File: src/rtl/dualram_arbiter.sv
// dualram_arbiter
// Shares the X and Y ports of a dual-port RAM among NREQ requesters.
// Up to two requests are granted per cycle in round-robin order: the first
// winner drives port X, the second drives port Y. A second winner that
// touches the first winner's address, where either of them writes, is held
// back for a later cycle. Port ownership tags travel two stages behind each
// grant so that registered read data reaches the requester that asked for it.

module dualram_arbiter #(
    parameter int W    = 16,
    parameter int NREQ = 4
) (
    input  logic              clk,
    input  logic              rst_n,
    input  logic [NREQ-1:0]   req,
    input  logic [NREQ-1:0]   req_we,
    input  logic [NREQ*W-1:0] req_addr,
    input  logic [NREQ*W-1:0] req_wdata,
    output logic [NREQ-1:0]   gnt,
    output logic [NREQ-1:0]   rvalid,
    output logic [NREQ*W-1:0] rdata,
    output logic [W-1:0]      ram_addr_x,
    output logic [W-1:0]      ram_addr_y,
    output logic [W-1:0]      ram_data_x,
    output logic [W-1:0]      ram_data_y,
    output logic              ram_we_x,
    output logic              ram_we_y,
    input  logic [W-1:0]      ram_q_x,
    input  logic [W-1:0]      ram_q_y
);

    localparam int PW  = (NREQ > 2) ? $clog2(NREQ) : 1;
    localparam int PW1 = PW + 1;

    typedef logic [PW-1:0] idx_t;

    // Round-robin successor of a requester index.
    function automatic idx_t next_idx(input idx_t i);
        if (i == idx_t'(NREQ - 1)) begin
            return idx_t'(0);
        end else begin
            return i + idx_t'(1);
        end
    endfunction

    // Single-bit mask selecting one requester.
    function automatic logic [NREQ-1:0] onehot(input idx_t i);
        logic [NREQ-1:0] v;
        v    = '0;
        v[i] = 1'b1;
        return v;
    endfunction

    // ------------------------------------------------------------------
    // Registered state
    // ------------------------------------------------------------------
    logic [NREQ-1:0]   gnt_q,    gnt_d;
    logic [NREQ-1:0]   rvalid_q, rvalid_d;
    logic [NREQ*W-1:0] rdata_q,  rdata_d;
    idx_t              rr_ptr_q, rr_ptr_d;

    logic [W-1:0] addr_x_q, addr_x_d, addr_y_q, addr_y_d;
    logic [W-1:0] data_x_q, data_x_d, data_y_q, data_y_d;
    logic         we_x_q,   we_x_d,   we_y_q,   we_y_d;

    // Port tags: stage 1 follows the grant edge, stage 2 the RAM execute edge.
    logic tx1_rd_q, tx1_rd_d, ty1_rd_q, ty1_rd_d;
    idx_t tx1_own_q, tx1_own_d, ty1_own_q, ty1_own_d;
    logic tx2_rd_q, ty2_rd_q;
    idx_t tx2_own_q, ty2_own_q;

    // ------------------------------------------------------------------
    // Selection
    // ------------------------------------------------------------------
    logic [NREQ-1:0] elig_s;
    logic [PW1-1:0]  scan_sum_s, scan_s;
    logic            found_a_s, found_b_s;
    idx_t            idx_a_s, idx_b_s;
    logic [W-1:0]    addr_a_s, addr_b_s, wdata_a_s, wdata_b_s;
    logic            we_a_s, we_b_s;
    logic            hazard_s, grant_b_s;

    // A requester granted last cycle is still showing its old request.
    assign elig_s = req & ~gnt_q;

    // Scan eligible requesters from rr_ptr upward and pick the first two hits.
    always_comb begin
        found_a_s  = 1'b0;
        found_b_s  = 1'b0;
        idx_a_s    = idx_t'(0);
        idx_b_s    = idx_t'(0);
        scan_sum_s = '0;
        scan_s     = '0;
        for (int k = 0; k < NREQ; k++) begin
            scan_sum_s = {1'b0, rr_ptr_q} + PW1'(k);
            scan_s     = (scan_sum_s >= PW1'(NREQ)) ? (scan_sum_s - PW1'(NREQ)) : scan_sum_s;
            if (elig_s[scan_s[PW-1:0]] && !found_a_s) begin
                found_a_s = 1'b1;
                idx_a_s   = scan_s[PW-1:0];
            end else if (elig_s[scan_s[PW-1:0]] && !found_b_s) begin
                found_b_s = 1'b1;
                idx_b_s   = scan_s[PW-1:0];
            end else begin
                // idle slot or a third hit: it waits for a later scan
                found_b_s = found_b_s;
            end
        end
    end

    assign addr_a_s  = req_addr[idx_a_s*W +: W];
    assign addr_b_s  = req_addr[idx_b_s*W +: W];
    assign wdata_a_s = req_wdata[idx_a_s*W +: W];
    assign wdata_b_s = req_wdata[idx_b_s*W +: W];
    assign we_a_s    = req_we[idx_a_s];
    assign we_b_s    = req_we[idx_b_s];

    // Same address with a write on either side must not share a cycle;
    // read-read to one address is harmless.
    assign hazard_s  = found_b_s && (addr_a_s == addr_b_s) && (we_a_s || we_b_s);
    assign grant_b_s = found_b_s && !hazard_s;

    // Next-state for grants, RAM port registers, pointer and stage-1 tags.
    always_comb begin
        gnt_d     = '0;
        rr_ptr_d  = rr_ptr_q;
        addr_x_d  = addr_x_q;
        data_x_d  = data_x_q;
        we_x_d    = 1'b0;
        addr_y_d  = addr_y_q;
        data_y_d  = data_y_q;
        we_y_d    = 1'b0;
        tx1_rd_d  = 1'b0;
        tx1_own_d = idx_a_s;
        ty1_rd_d  = 1'b0;
        ty1_own_d = idx_b_s;
        if (found_a_s) begin
            gnt_d    = gnt_d | onehot(idx_a_s);
            addr_x_d = addr_a_s;
            data_x_d = wdata_a_s;
            we_x_d   = we_a_s;
            tx1_rd_d = !we_a_s;
            rr_ptr_d = next_idx(idx_a_s);
        end else begin
            rr_ptr_d = rr_ptr_q;
        end
        if (grant_b_s) begin
            gnt_d    = gnt_d | onehot(idx_b_s);
            addr_y_d = addr_b_s;
            data_y_d = wdata_b_s;
            we_y_d   = we_b_s;
            ty1_rd_d = !we_b_s;
            rr_ptr_d = next_idx(idx_b_s);
        end else begin
            we_y_d = 1'b0;
        end
    end

    // Read return: RAM data for a read appears two edges after its grant.
    always_comb begin
        rvalid_d = '0;
        rdata_d  = rdata_q;
        if (tx2_rd_q) begin
            rvalid_d[tx2_own_q]        = 1'b1;
            rdata_d[tx2_own_q*W +: W]  = ram_q_x;
        end else begin
            rvalid_d = rvalid_d;
        end
        if (ty2_rd_q) begin
            rvalid_d[ty2_own_q]        = 1'b1;
            rdata_d[ty2_own_q*W +: W]  = ram_q_y;
        end else begin
            rvalid_d = rvalid_d;
        end
    end

    // Grant pulses, round-robin pointer and RAM port registers.
    always_ff @(posedge clk or negedge rst_n) begin
        if (!rst_n) begin
            gnt_q    <= '0;
            rr_ptr_q <= idx_t'(0);
            addr_x_q <= '0;
            data_x_q <= '0;
            we_x_q   <= 1'b0;
            addr_y_q <= '0;
            data_y_q <= '0;
            we_y_q   <= 1'b0;
        end else begin
            gnt_q    <= gnt_d;
            rr_ptr_q <= rr_ptr_d;
            addr_x_q <= addr_x_d;
            data_x_q <= data_x_d;
            we_x_q   <= we_x_d;
            addr_y_q <= addr_y_d;
            data_y_q <= data_y_d;
            we_y_q   <= we_y_d;
        end
    end

    // Two-stage owner/is-read tags alongside each port; reset drops in-flight reads.
    always_ff @(posedge clk or negedge rst_n) begin
        if (!rst_n) begin
            tx1_rd_q  <= 1'b0;
            tx1_own_q <= idx_t'(0);
            ty1_rd_q  <= 1'b0;
            ty1_own_q <= idx_t'(0);
            tx2_rd_q  <= 1'b0;
            tx2_own_q <= idx_t'(0);
            ty2_rd_q  <= 1'b0;
            ty2_own_q <= idx_t'(0);
        end else begin
            tx1_rd_q  <= tx1_rd_d;
            tx1_own_q <= tx1_own_d;
            ty1_rd_q  <= ty1_rd_d;
            ty1_own_q <= ty1_own_d;
            tx2_rd_q  <= tx1_rd_q;
            tx2_own_q <= tx1_own_q;
            ty2_rd_q  <= ty1_rd_q;
            ty2_own_q <= ty1_own_q;
        end
    end

    // Registered read-data return to the owning requester.
    always_ff @(posedge clk or negedge rst_n) begin
        if (!rst_n) begin
            rvalid_q <= '0;
            rdata_q  <= '0;
        end else begin
            rvalid_q <= rvalid_d;
            rdata_q  <= rdata_d;
        end
    end

    assign gnt        = gnt_q;
    assign rvalid     = rvalid_q;
    assign rdata      = rdata_q;
    assign ram_addr_x = addr_x_q;
    assign ram_addr_y = addr_y_q;
    assign ram_data_x = data_x_q;
    assign ram_data_y = data_y_q;
    assign ram_we_x   = we_x_q;
    assign ram_we_y   = we_y_q;

endmodule

File: config.mk
export PLATFORM = sky130hd
export DESIGN_NAME = dualram_arbiter
export DESIGN_NICKNAME = d
export VERILOG_FILES = /design/src/rtl/dualram_arbiter.sv
export SDC_FILE = /design/constraint.sdc
export NUM_CORES = 1
export LEC_CHECK = 0
export ABC_AREA = 1
export BUFFER_PORTS_ARGS = -buffer_cell sky130_fd_sc_hd__buf_2
export CORE_ASPECT_RATIO = 1.25
export CORE_MARGIN = 2
export CORE_UTILIZATION = 40
export CTS_BUF_LIST = sky130_fd_sc_hd__clkbuf_4 sky130_fd_sc_hd__clkbuf_8
export DETAILED_ROUTE_END_ITERATION = 10
export GPL_ROUTABILITY_DRIVEN = 0
export GPL_TIMING_DRIVEN = 0
export HOLD_SLACK_MARGIN = 0.15
export PLACE_DENSITY = 0.75
export SLEW_MARGIN = 20
export SYNTH_ARGS = -nofsm -noshare
export SYNTH_HDL_FRONTEND = slang
export SYNTH_SLANG_ARGS = --single-unit
File: constraint.sdc
create_clock -name clk -period 7.3 [get_ports clk]
set_clock_uncertainty 0.05 [all_clocks]
set_input_delay 1.095 -clock clk [delete_from_list [all_inputs] [get_ports clk]]
set_output_delay 1.095 -clock clk [all_outputs]
set_load 0.01 [all_outputs]
==> results of run 1 <==
==> worst register-to-register path, stage by stage (launching register included) <==
cell	delay, ns
dfrtp_1	0.42
buf_6	0.16
nand3_1	0.13
nand3_1	0.09
nand2_1	0.13
inv_2	0.09
o21ai_0	0.16
nand2_1	0.07
nand2_1	0.05
nand2_1	0.09
inv_1	0.11
clkbuf_1	0.44
nand3_1	0.18
nand2_1	0.13
inv_1	0.04
nand2_1	0.06
nand2_1	0.05
nor2_1	0.16
nand2_1	0.11
nor2_1	0.13
nand3_2	0.19
nand2_4	0.14
buf_2	0.26
o21ai_0	0.12
==> cell usage in the layout, fill, tap and decap left out, types with 2 or more instances in the layout <==
| cell type | count |
|---|---|
| nand2_1 | 397 |
| buf_2 | 321 |
| dfrtp_1 | 152 |
| nand3_1 | 145 |
| nor2_1 | 143 |
| o21ai_0 | 116 |
| inv_1 | 87 |
| a21oi_1 | 67 |
| clkbuf_1 | 47 |
| o22ai_1 | 37 |
| ha_1 | 21 |
| clkbuf_8 | 17 |
| a31oi_1 | 16 |
| a32o_1 | 16 |
| nand3b_1 | 11 |
| o211ai_1 | 10 |
| buf_1 | 7 |
| o21ai_1 | 7 |
| inv_8 | 6 |
| buf_6 | 5 |
| buf_4 | 5 |
| nand2_2 | 5 |
| clkinv_1 | 5 |
| clkinv_8 | 5 |
| nand3_2 | 4 |
| nand2_4 | 4 |
| inv_2 | 3 |
| nor2_4 | 3 |
| buf_8 | 3 |
| clkinv_4 | 3 |
| nor2_2 | 2 |
==> registers in the layout (all words and copies together), names as in the netlist <==
name        flops
tx1_rd_q        1
rvalid          4
ram_we_y        1
tx1_own_q       2
gnt             4
ty1_rd_q        1
tx2_own_q       2
tx2_rd_q        1
ram_addr_x     16
ty2_own_q       2
ty1_own_q       2
ty2_rd_q        1
rdata          64
ram_addr_y     16
ram_data_x     16
ram_we_x        1
rr_ptr_q        2
ram_data_y     16
==> cells by family (layout without fill, tap and decap cells) <==
group / after synthesis / in the layout
simple gates: 716 / 716
compound gates: 272 / 272
buf+inv: 176 / 516
flops: 152 / 152
fa+ha+maj: 21 / 21
xor+xnor: 2 / 2
==> per-stage QoR <==
step	worst slack (ns)	area, µm²	cells	hold WS (ns)	util [%]
after CTS	3.53	11800	1967	0.308	51.1
after global routing	3.17	11800	1967	0.312	51.1
final	3.48	11800	1967	0.305	51.1
after detailed placement	3.02	11300	1935	0.286	49.2
after floorplan	3.89	9410	1339	0.281	-
after global placement	2.73	11300	1934	0.285	49.1
==> worst min path at each step <==
stage / to / depth (start not counted) / slack (ns)
5_1_grt: tx2_own_q[1] / 0 / 0.31
3_3_place_gp: ty2_own_q[1] / 0 / 0.29
2_1_floorplan: tx2_own_q[0] / 0 / 0.28
3_5_place_dp: ty2_own_q[1] / 0 / 0.29
6_report: ty2_own_q[1] / 0 / 0.30
4_1_cts: ty2_own_q[1] / 0 / 0.31
==> area by class of cell <==
| cell class | instances | area, µm² | share of cell area, % |
|---|---|---|---|
| multi-input combinational | 1011 | 4840 | 41.2 |
| tap | 288 | 360 | 3.06 |
| sequential | 152 | 3800 | 32.3 |
| clock buffer | 17 | 234 | 1.99 |
| clock inverter | 15 | 191 | 1.63 |
| inverter | 95 | 357 | 3.03 |
| buffer | 81 | 402 | 3.41 |
| timing repair buffer | 308 | 1570 | 13.4 |
==> layer usage <==
metal	global-route usage (%)	wire length, µm	up-vias
met2	46.0	16400	660
met4	13.8	1340	0
li1	-	-	5081
met3	5.67	3240	92
met1	32.5	13100	4960
met5	0	0	-
==> impl_metrics.yaml, run 1 <==
status:
  run_status: "finished clean"
critical_path:
  cp.depth: 23
  critPathMaxStageDelay_ns: 0.44
  cp_num_buf_inv: 6
  rr_endpoint: "ram_data_y[12]"
  required_ns: 7.60
  crit_chain: "buf_2, nand3_1, nand3_1, nand2_1, inv_2, o21ai_0, nand2_1, nand2_1, nand2_1, inv_1, clkbuf_1, nand3_1, nand2_1, inv_1, nand2_1, nand2_1, nor2_1, nand2_1, nor2_1, nand3_2, nand2_4, buf_2, o21ai_0"
  path_common_cell: "nand2_1"
  path_class: "input port to flop"
  start_kind: "input port"
  crit_slowest_cell: "clkbuf_1"
  crit_start: "req[2]"
  reg2reg_from: "rr_ptr_q[0]"
  endpoint: "ram_data_y[12]"
  cp.arrival_ns: 4.12
  cp_max_fo: 10
  endpoint_kind: "flop"
  rr_worst_depth: 23
  cpLargestDelayFamily: "simple AND/OR/NAND/NOR gates"
  r2r_slack_ns: 3.64
cells_and_area:
  final.fill_count: 2241
  antenna_cells: 0
  drive_above_1_share_pct: 23.2
  fin_nets: 1857
  syn_to_final_growth_pct: 25.1
synthesis:
  synth_seq_cells: 152
  yosysUniqueCellTypes: 34
  synth-simple-area-share_pct: 32.0
  muxShareOfSynthArea_pct: 0
  synth_fa_ha_area_share_pct: 2.79
  synth_compound_area_share_pct: 16.4
  syn_area_per_cell_um2: 7.03
  synth_cells: 1339
  synth_xor_area_share_pct: 0.266
  seq_area_frac_synth_pct: 40.4
  post-synth-top-count-cell: "nand2_1"
  netlist_area_mm2: 0.00941
  synth_top_family_by_area: "simple AND/OR/NAND/NOR gates"
  synth-async-reset-ratio_pct: 100
  synth_edf_count: 0
  synth_nets: 1530
  synth_common_cells: "nand2_1 (397), dfrtp_1 (152), nand3_1 (145)"
  yosysTopAreaCell: "dfrtp_1"
  yosysWarnings: 0
  yosys-top-cells-area: "dfrtp_1 (40%), nand2_1 (16%), nand3_1 (7.7%)"
  synth_top_area_share_pct: 40.4
  synthFlopType: "dfrtp_1"
sta:
  relSlewSlack_pct: 50.3
  finalCritPeriodShare_pct: 52.4
  worst_pin_slew_ns: 0.745
  hold_viol_final: 0
  setup-tns-final_ns: 0
  maxSlewViolCount: 0
  finalCriticalPeriod_ns: 3.82
  fmax_ghz: 0.261
  rsz0062_at_grt: "false"
  finalSetupViolations: 0
floorplanning:
  die_h_um: 175
  initial_utilization_pct: 40.8
  pin_count: 308
  core_area_mm2: 0.0230
  rows: 62
  dieArea_mm2: 0.0248
  die_width_um: 141
drt:
  wl_um: 34100
  ant_nets: 0
  vias: 10800
  drt_iter0_markers: 766
  viasPerCell: 5.49
  drt_pre_antenna_iters: 5
  route.detailed.drc: 0
  routedWlPerCell_um: 17.3
min_path:
  holdCritStartpoint: "ty1_own_q[1]"
  hold_class: "flop to flop"
clocking:
  cts_made_buffers: 17
  root_buffer: "clkbuf_8"
  hold_buffers: 0
  path_clk_slew_ns: 0.10
  cts_buffer_depth: 2
  cts.repair.resized: 0
  insertion_delay_ns: 0.46
  cts.htree.levels: 4
  cts_setup_buffers: 0
  cts.sinks: 152
  cts_tree: "yes"
run:
  drv_cap: 0
global_route:
  grt_pass1_wl_um: 53600
  first_global_vias: 10700
  grt_overflow: 0
  antenna_found_initial: 0
  grt_max_degree: 89
  track_usage_pct: 27.1
place:
  portBuffers: 307
  post-dp-hpwl_um: 26300
Power of run 1 is not shown: default switching activity piles up to over one toggle a cycle in this logic, so the estimate is an artifact.
==> run 2, diff against run 1 <==
--- a/config.mk
+++ b/config.mk
@@ -15,7 +15,7 @@
 export GPL_ROUTABILITY_DRIVEN = 0
 export GPL_TIMING_DRIVEN = 0
 export HOLD_SLACK_MARGIN = 0.15
-export PLACE_DENSITY = 0.75
+export PLACE_DENSITY = 0.77
 export SLEW_MARGIN = 20
 export SYNTH_ARGS = -nofsm -noshare
 export SYNTH_HDL_FRONTEND = slang
==> constraint.sdc (replaced) <==
create_clock -name clk -period 3.49 [get_ports clk]
set_clock_uncertainty 0.05 [all_clocks]
set_input_delay 0.5235 -clock clk [delete_from_list [all_inputs] [get_ports clk]]
set_output_delay 0.5235 -clock clk [all_outputs]
set_load 0.01 [all_outputs]
==> run 2 against run 1 <==
Compared with the run above:
- die area did not move
- sequential share of layout area shrank 0.66 points
- via count rose by 1.9%
- utilization grew 1.1 points
- count of clock-buffer cells in the layout grew 2
- register-to-register slack got worse by 3.5 ns
- first-iteration DRC count is 19% higher
- final cell count is 0.76% higher
- largest cell class unchanged
- highest routed layer unchanged
==> impl_metrics.yaml, run 2 (synthesized netlist as in run 1, its figures left out) <==
drt:
  vias: 11000
  viasPerCell: 5.55
  routedWlPerCell_um: 17.6
  drt_iter0_markers: 908
  wl_um: 34800
  ant_nets: 0
  drt_pre_antenna_iters: 8
  route.detailed.drc: 0
floorplanning:
  rows: 62
  initial_utilization_pct: 40.8
  dieArea_mm2: 0.0248
  pin_count: 308
  die_h_um: 175
  die_width_um: 141
  core_area_mm2: 0.0230
sta:
  hold_viol_final: 0
  rsz0062_at_grt: "true"
  maxSlewViolCount: 0
  fmax_ghz: 0.295
  finalSetupViolations: 0
  whs_ns: 0.299
  finalCritPeriodShare_pct: 97.1
  finalCriticalPeriod_ns: 3.39
  worst_pin_slew_ns: 0.746
  relSlewSlack_pct: 50.2
critical_path:
  endpoint_kind: "flop"
  rr_worst_depth: 26
  r2r_slack_ns: 0.10
  rr_endpoint: "ram_addr_y[15]"
  cp_max_fo: 10
  cp.arrival_ns: 3.73
  path_class: "flop to flop"
  required_ns: 3.83
  reg2reg_from: "rr_ptr_q[0]"
  start_kind: "flop"
place:
  place_area_mm2: 0.0113
  portBuffers: 307
  post-dp-hpwl_um: 26500
  placedCellCount: 1935
clocking:
  cts_made_buffers: 17
  insertion_delay_ns: 0.47
  cts_tree: "yes"
  path_clk_slew_ns: 0.09
  cts.sinks: 152
  cts.htree.levels: 4
  root_buffer: "clkbuf_8"
  cts_buffer_depth: 2
cells_and_area:
  largest_reg_flops: 64
  drive_above_1_share_pct: 25.6
  final_cell_mix: "nand2_1 (388), buf_2 (315), dfrtp_1 (151)"
  final_cells: 1982
  syn_to_final_growth_pct: 27.7
  final_common_cell: "nand2_1"
  antenna_cells: 0
  final_cell_area_mm2: 0.0120
  fin_nets: 1872
min_path:
  min_to: "rdata[62]"
  hold_class: "input port to flop"
  whs_path_depth: 3
  holdCritStartpoint: "ram_q_y[14]"
global_route:
  track_usage_pct: 27.2
  antenna_found_initial: 0
  first_global_vias: 10600
  grt_pass1_wl_um: 53600
  grt_max_degree: 89
  grt_overflow: 0
run:
  drv_cap: 0
status:
  run_status: "finished clean"
## run 2: changes by cell type in the layout (fill, tap and decap cells not counted), moves of 3 or more
cell,previous run,this run
clkbuf_4,0,5
inv_8,6,2
clkinv_8,5,0
nand2_1,397,388
clkbuf_1,47,40
buf_4,5,24
buf_2,321,315
clkbuf_2,0,3
nor2_2,2,5
nor2_1,143,140
inv_6,0,6
nand2_2,5,12
## run 2: through the flow
step                      TNS [ns]  setup slack (ns)  util (%)
after floorplan                  0             0.621         -
after global placement      -71.43            -0.471      49.1
after detailed placement     -5.11            -0.158      49.2
after CTS                        0           0.00164      51.2
after global routing        -0.593           -0.0528      52.2
final                            0             0.102      52.2
## run 2: worst max path at each step
stage / start / cells after the start / endpoint / slack (ns)
2_1_floorplan: rr_ptr_q[1] / 24 / ram_addr_y[2] / 0.62
3_3_place_gp: rst_n / 1 / ram_data_y[1] / -0.47
3_5_place_dp: req[0] / 25 / ram_addr_y[7] / -0.16
4_1_cts: rr_ptr_q[1] / 22 / ram_addr_y[15] / 0.002
5_1_grt: rr_ptr_q[0] / 26 / ram_addr_y[13] / -0.05
6_report: rr_ptr_q[0] / 26 / ram_addr_y[15] / 0.10
## run 2: critical path, stage by stage, from the launching register on
cell     delay (ns)
dfrtp_2        0.45
buf_8          0.16
nand3_2        0.09
nand2_1        0.09
nand2_2        0.09
nand2_2        0.08
nor2_4         0.12
nand2_1        0.09
nand2_2        0.15
nand2_2        0.09
nand2_4        0.13
nand2_4        0.08
buf_6          0.16
buf_6          0.15
nand2_1        0.06
nand3_1        0.09
nand2_1        0.11
nand2_1        0.07
nand2_1        0.07
nand3_1        0.11
nor2_2         0.19
nand3_4        0.13
nand2_4        0.11
buf_8          0.15
buf_8          0.13
nand2_1        0.06
nand2_1        0.06
## run 2: final cells by class
| type | instances | area [µm²] |
|---|---|---|
| fillers | 2218 | 11000 |
| flip-flops and latches | 152 | 3800 |
| multi-input cells | 1011 | 4940 |
| well taps | 288 | 360 |
| clock buffers | 19 | 262 |
| plain buffers | 78 | 428 |
| clock inverters | 13 | 133 |
| inverters | 95 | 362 |
| repair buffers | 326 | 1720 |
## run 2: timing repair
item	CTS	global route
gates cloned	0	0
setup endpoints to repair	39	46
setup buffers	4	13
pin swaps	2	11
hold buffers	1	0
gates resized for setup	9	46
endpoints found under the hold margin	64	0
## run 2: routing by layer
metal	vias to the layer above	track usage (%)	part of all wire, %
met1	4994	32.4	38
met4	0	14.7	4.4
met5	-	0	0
met3	131	6.11	9.7
li1	5126	-	-
met2	747	45.7	48
Power of run 2 is left out for the same reason.
==> run 3, diff against run 2 <==
--- a/config.mk
+++ b/config.mk
@@ -6,7 +6,7 @@
 export NUM_CORES = 1
 export LEC_CHECK = 0
 export ABC_AREA = 1
-export BUFFER_PORTS_ARGS = -buffer_cell sky130_fd_sc_hd__buf_2
+export BUFFER_PORTS_ARGS = -buffer_cell sky130_fd_sc_hd__buf_4
 export CORE_ASPECT_RATIO = 1.25
 export CORE_MARGIN = 2
 export CORE_UTILIZATION = 40
@@ -16,6 +16,7 @@
 export GPL_TIMING_DRIVEN = 0
 export HOLD_SLACK_MARGIN = 0.15
 export PLACE_DENSITY = 0.77
+export RECOVER_POWER = 100
 export SLEW_MARGIN = 20
 export SYNTH_ARGS = -nofsm -noshare
 export SYNTH_HDL_FRONTEND = slang
==> run 3 against run 2 <==
Compared with the run above:
- global-route usage is 0.25 points higher
- the run now ends with capacitance limit, slew limit left
- utilization grew 2.1 points
- final cell count rose by 0.45%
- die area is the same
- critical path depth down 3
- fmax is 0.97% higher
- critical path type unchanged
- worst hold slack better by 0.0089 ns
- setup slack improved by 0.033 ns
- cell area grew 4.0%
- highest routed layer unchanged
==> impl_metrics.yaml, run 3 (synthesized netlist as in run 1, its figures left out) <==
drt:
  vias: 11100
  route.detailed.drc: 0
  wl_um: 36000
  drt_iter0_markers: 908
  wl_met1_um: 13400
  routedWlPerCell_um: 18.1
  ant_nets: 0
  wl_met3_um: 3540
  highest_layer: "met4"
  drt_pre_antenna_iters: 8
  wl_met2_um: 17400
  viasPerCell: 5.57
min_path:
  whs_path_depth: 0
  min_to: "tx2_own_q[1]"
  hold_class: "flop to flop"
  holdCritStartpoint: "tx1_own_q[1]"
critical_path:
  cp_max_fo: 10
  endpoint_kind: "flop"
  required_ns: 3.83
  rr_worst_depth: 23
  reg2reg_from: "rr_ptr_q[1]"
  path_class: "flop to flop"
  start_kind: "flop"
  r2r_slack_ns: 0.13
  cp.arrival_ns: 3.70
  rr_endpoint: "ram_addr_y[14]"
global_route:
  grt_overflow: 0
  grt_max_degree: 88
  track_usage_pct: 27.5
  first_global_vias: 10700
  grt_pass1_wl_um: 54400
  antenna_found_initial: 0
sta:
  finalSetupViolations: 0
  fmax_ghz: 0.298
  finalCriticalPeriod_ns: 3.36
  maxSlewViolCount: 87
  finalCritPeriodShare_pct: 96.1
  relSlewSlack_pct: -52.0
  rsz0062_at_grt: "true"
  hold_viol_final: 0
  fin_ws_ns: 0.135
  worst_pin_slew_ns: 2.28
floorplanning:
  die_width_um: 141
  core_area_mm2: 0.0230
  die_h_um: 175
  pin_count: 308
  rows: 62
  dieArea_mm2: 0.0248
  initial_utilization_pct: 40.8
cells_and_area:
  largest_reg_flops: 64
  final_cell_mix: "nand2_1 (377), buf_4 (199), clkbuf_1 (176)"
  syn_to_final_growth_pct: 32.9
  fin_nets: 1881
  antenna_cells: 0
  utilization_pct: 54.2
  drive_above_1_share_pct: 18.8
  final_cell_area_mm2: 0.0125
  final_common_cell: "nand2_1"
  final_cells: 1991
run:
  drv_cap: 1
status:
  run_status: "finished, violations left"
  violations: "capacitance limit, slew limit"
place:
  portBuffers: 307
  placedCellCount: 1935
  dp_slack_ns: -0.178
  place_area_mm2: 0.0121
  post-dp-hpwl_um: 26900
clocking:
  path_clk_slew_ns: 0.11
  insertion_delay_ns: 0.46
  root_buffer: "clkbuf_8"
  cts.htree.levels: 4
  cts_buffer_depth: 2
  cts_made_buffers: 17
  cts.sinks: 152
  cts_tree: "yes"
run 3: critical path, stage by stage, from the launching register on:
cell and delay [ns]:
dfrtp_1 0.40, buf_4 0.20, xor2_4 0.20, nand2_2 0.12, nand3_2 0.11, nor2_4 0.22, nand2_4 0.09, nand2_4 0.08
nand2_2 0.08, buf_6 0.16, buf_6 0.15, o211ai_1 0.22, nand2_2 0.09, inv_1 0.06, nand2_1 0.05, nand2_1 0.06
nand2_1 0.07, nor2_2 0.16, nand3_4 0.16, nand2_8 0.13, buf_8 0.14, buf_8 0.13, nand2_1 0.06, nand2_1 0.07
run 3: repair_timing:
item / 4_1_cts / 5_1_grt
setup endpoints to repair: 40 / 59
endpoints found under the hold margin: 86 / 0
gates cloned: 0 / 2
pin swaps: 2 / 20
resized for setup: 12 / 84
hold buffers: 1 / 0
buffers inserted: 3 / 20
run 3: layout make-up:
cell class                 count  area [µm²]
fill                        2285       10500
clock buffer                  17         234
buffer                        79         475
sequential                   152        3800
tap                          288         360
timing repair buffer         334        2060
inverter                      95         362
multi-input combinational   1011        5020
clock inverter                15         179
run 3: worst max-delay path by stage:
stage	slack (ns)	from	to	depth (start not counted)
finish	0.13	rr_ptr_q[1]	ram_addr_y[14]	23
global placement	-0.11	req[1]	ram_data_y[14]	23
global route	-0.06	rr_ptr_q[0]	ram_addr_y[14]	23
floorplan	0.62	rr_ptr_q[1]	ram_addr_y[2]	24
CTS	0.03	rr_ptr_q[1]	ram_addr_y[3]	24
detailed placement	-0.18	req[2]	ram_data_y[13]	23
run 3: routing by layer:
layer,GRT usage [%],vias to the layer above
met5,0,-
met4,13.8,0
met3,6.35,131
met2,46.9,715
met1,32.3,5120
li1,-,5132
run 3: stage by stage:
stage,hold WS [ns],TNS (ns)
5_1_grt,0.293,-0.618
3_5_place_dp,0.286,-5.51
2_1_floorplan,0.178,0
6_report,0.307,0
3_3_place_gp,0.286,-3.12
4_1_cts,0.283,0
Power of run 3 is left out for the same reason.
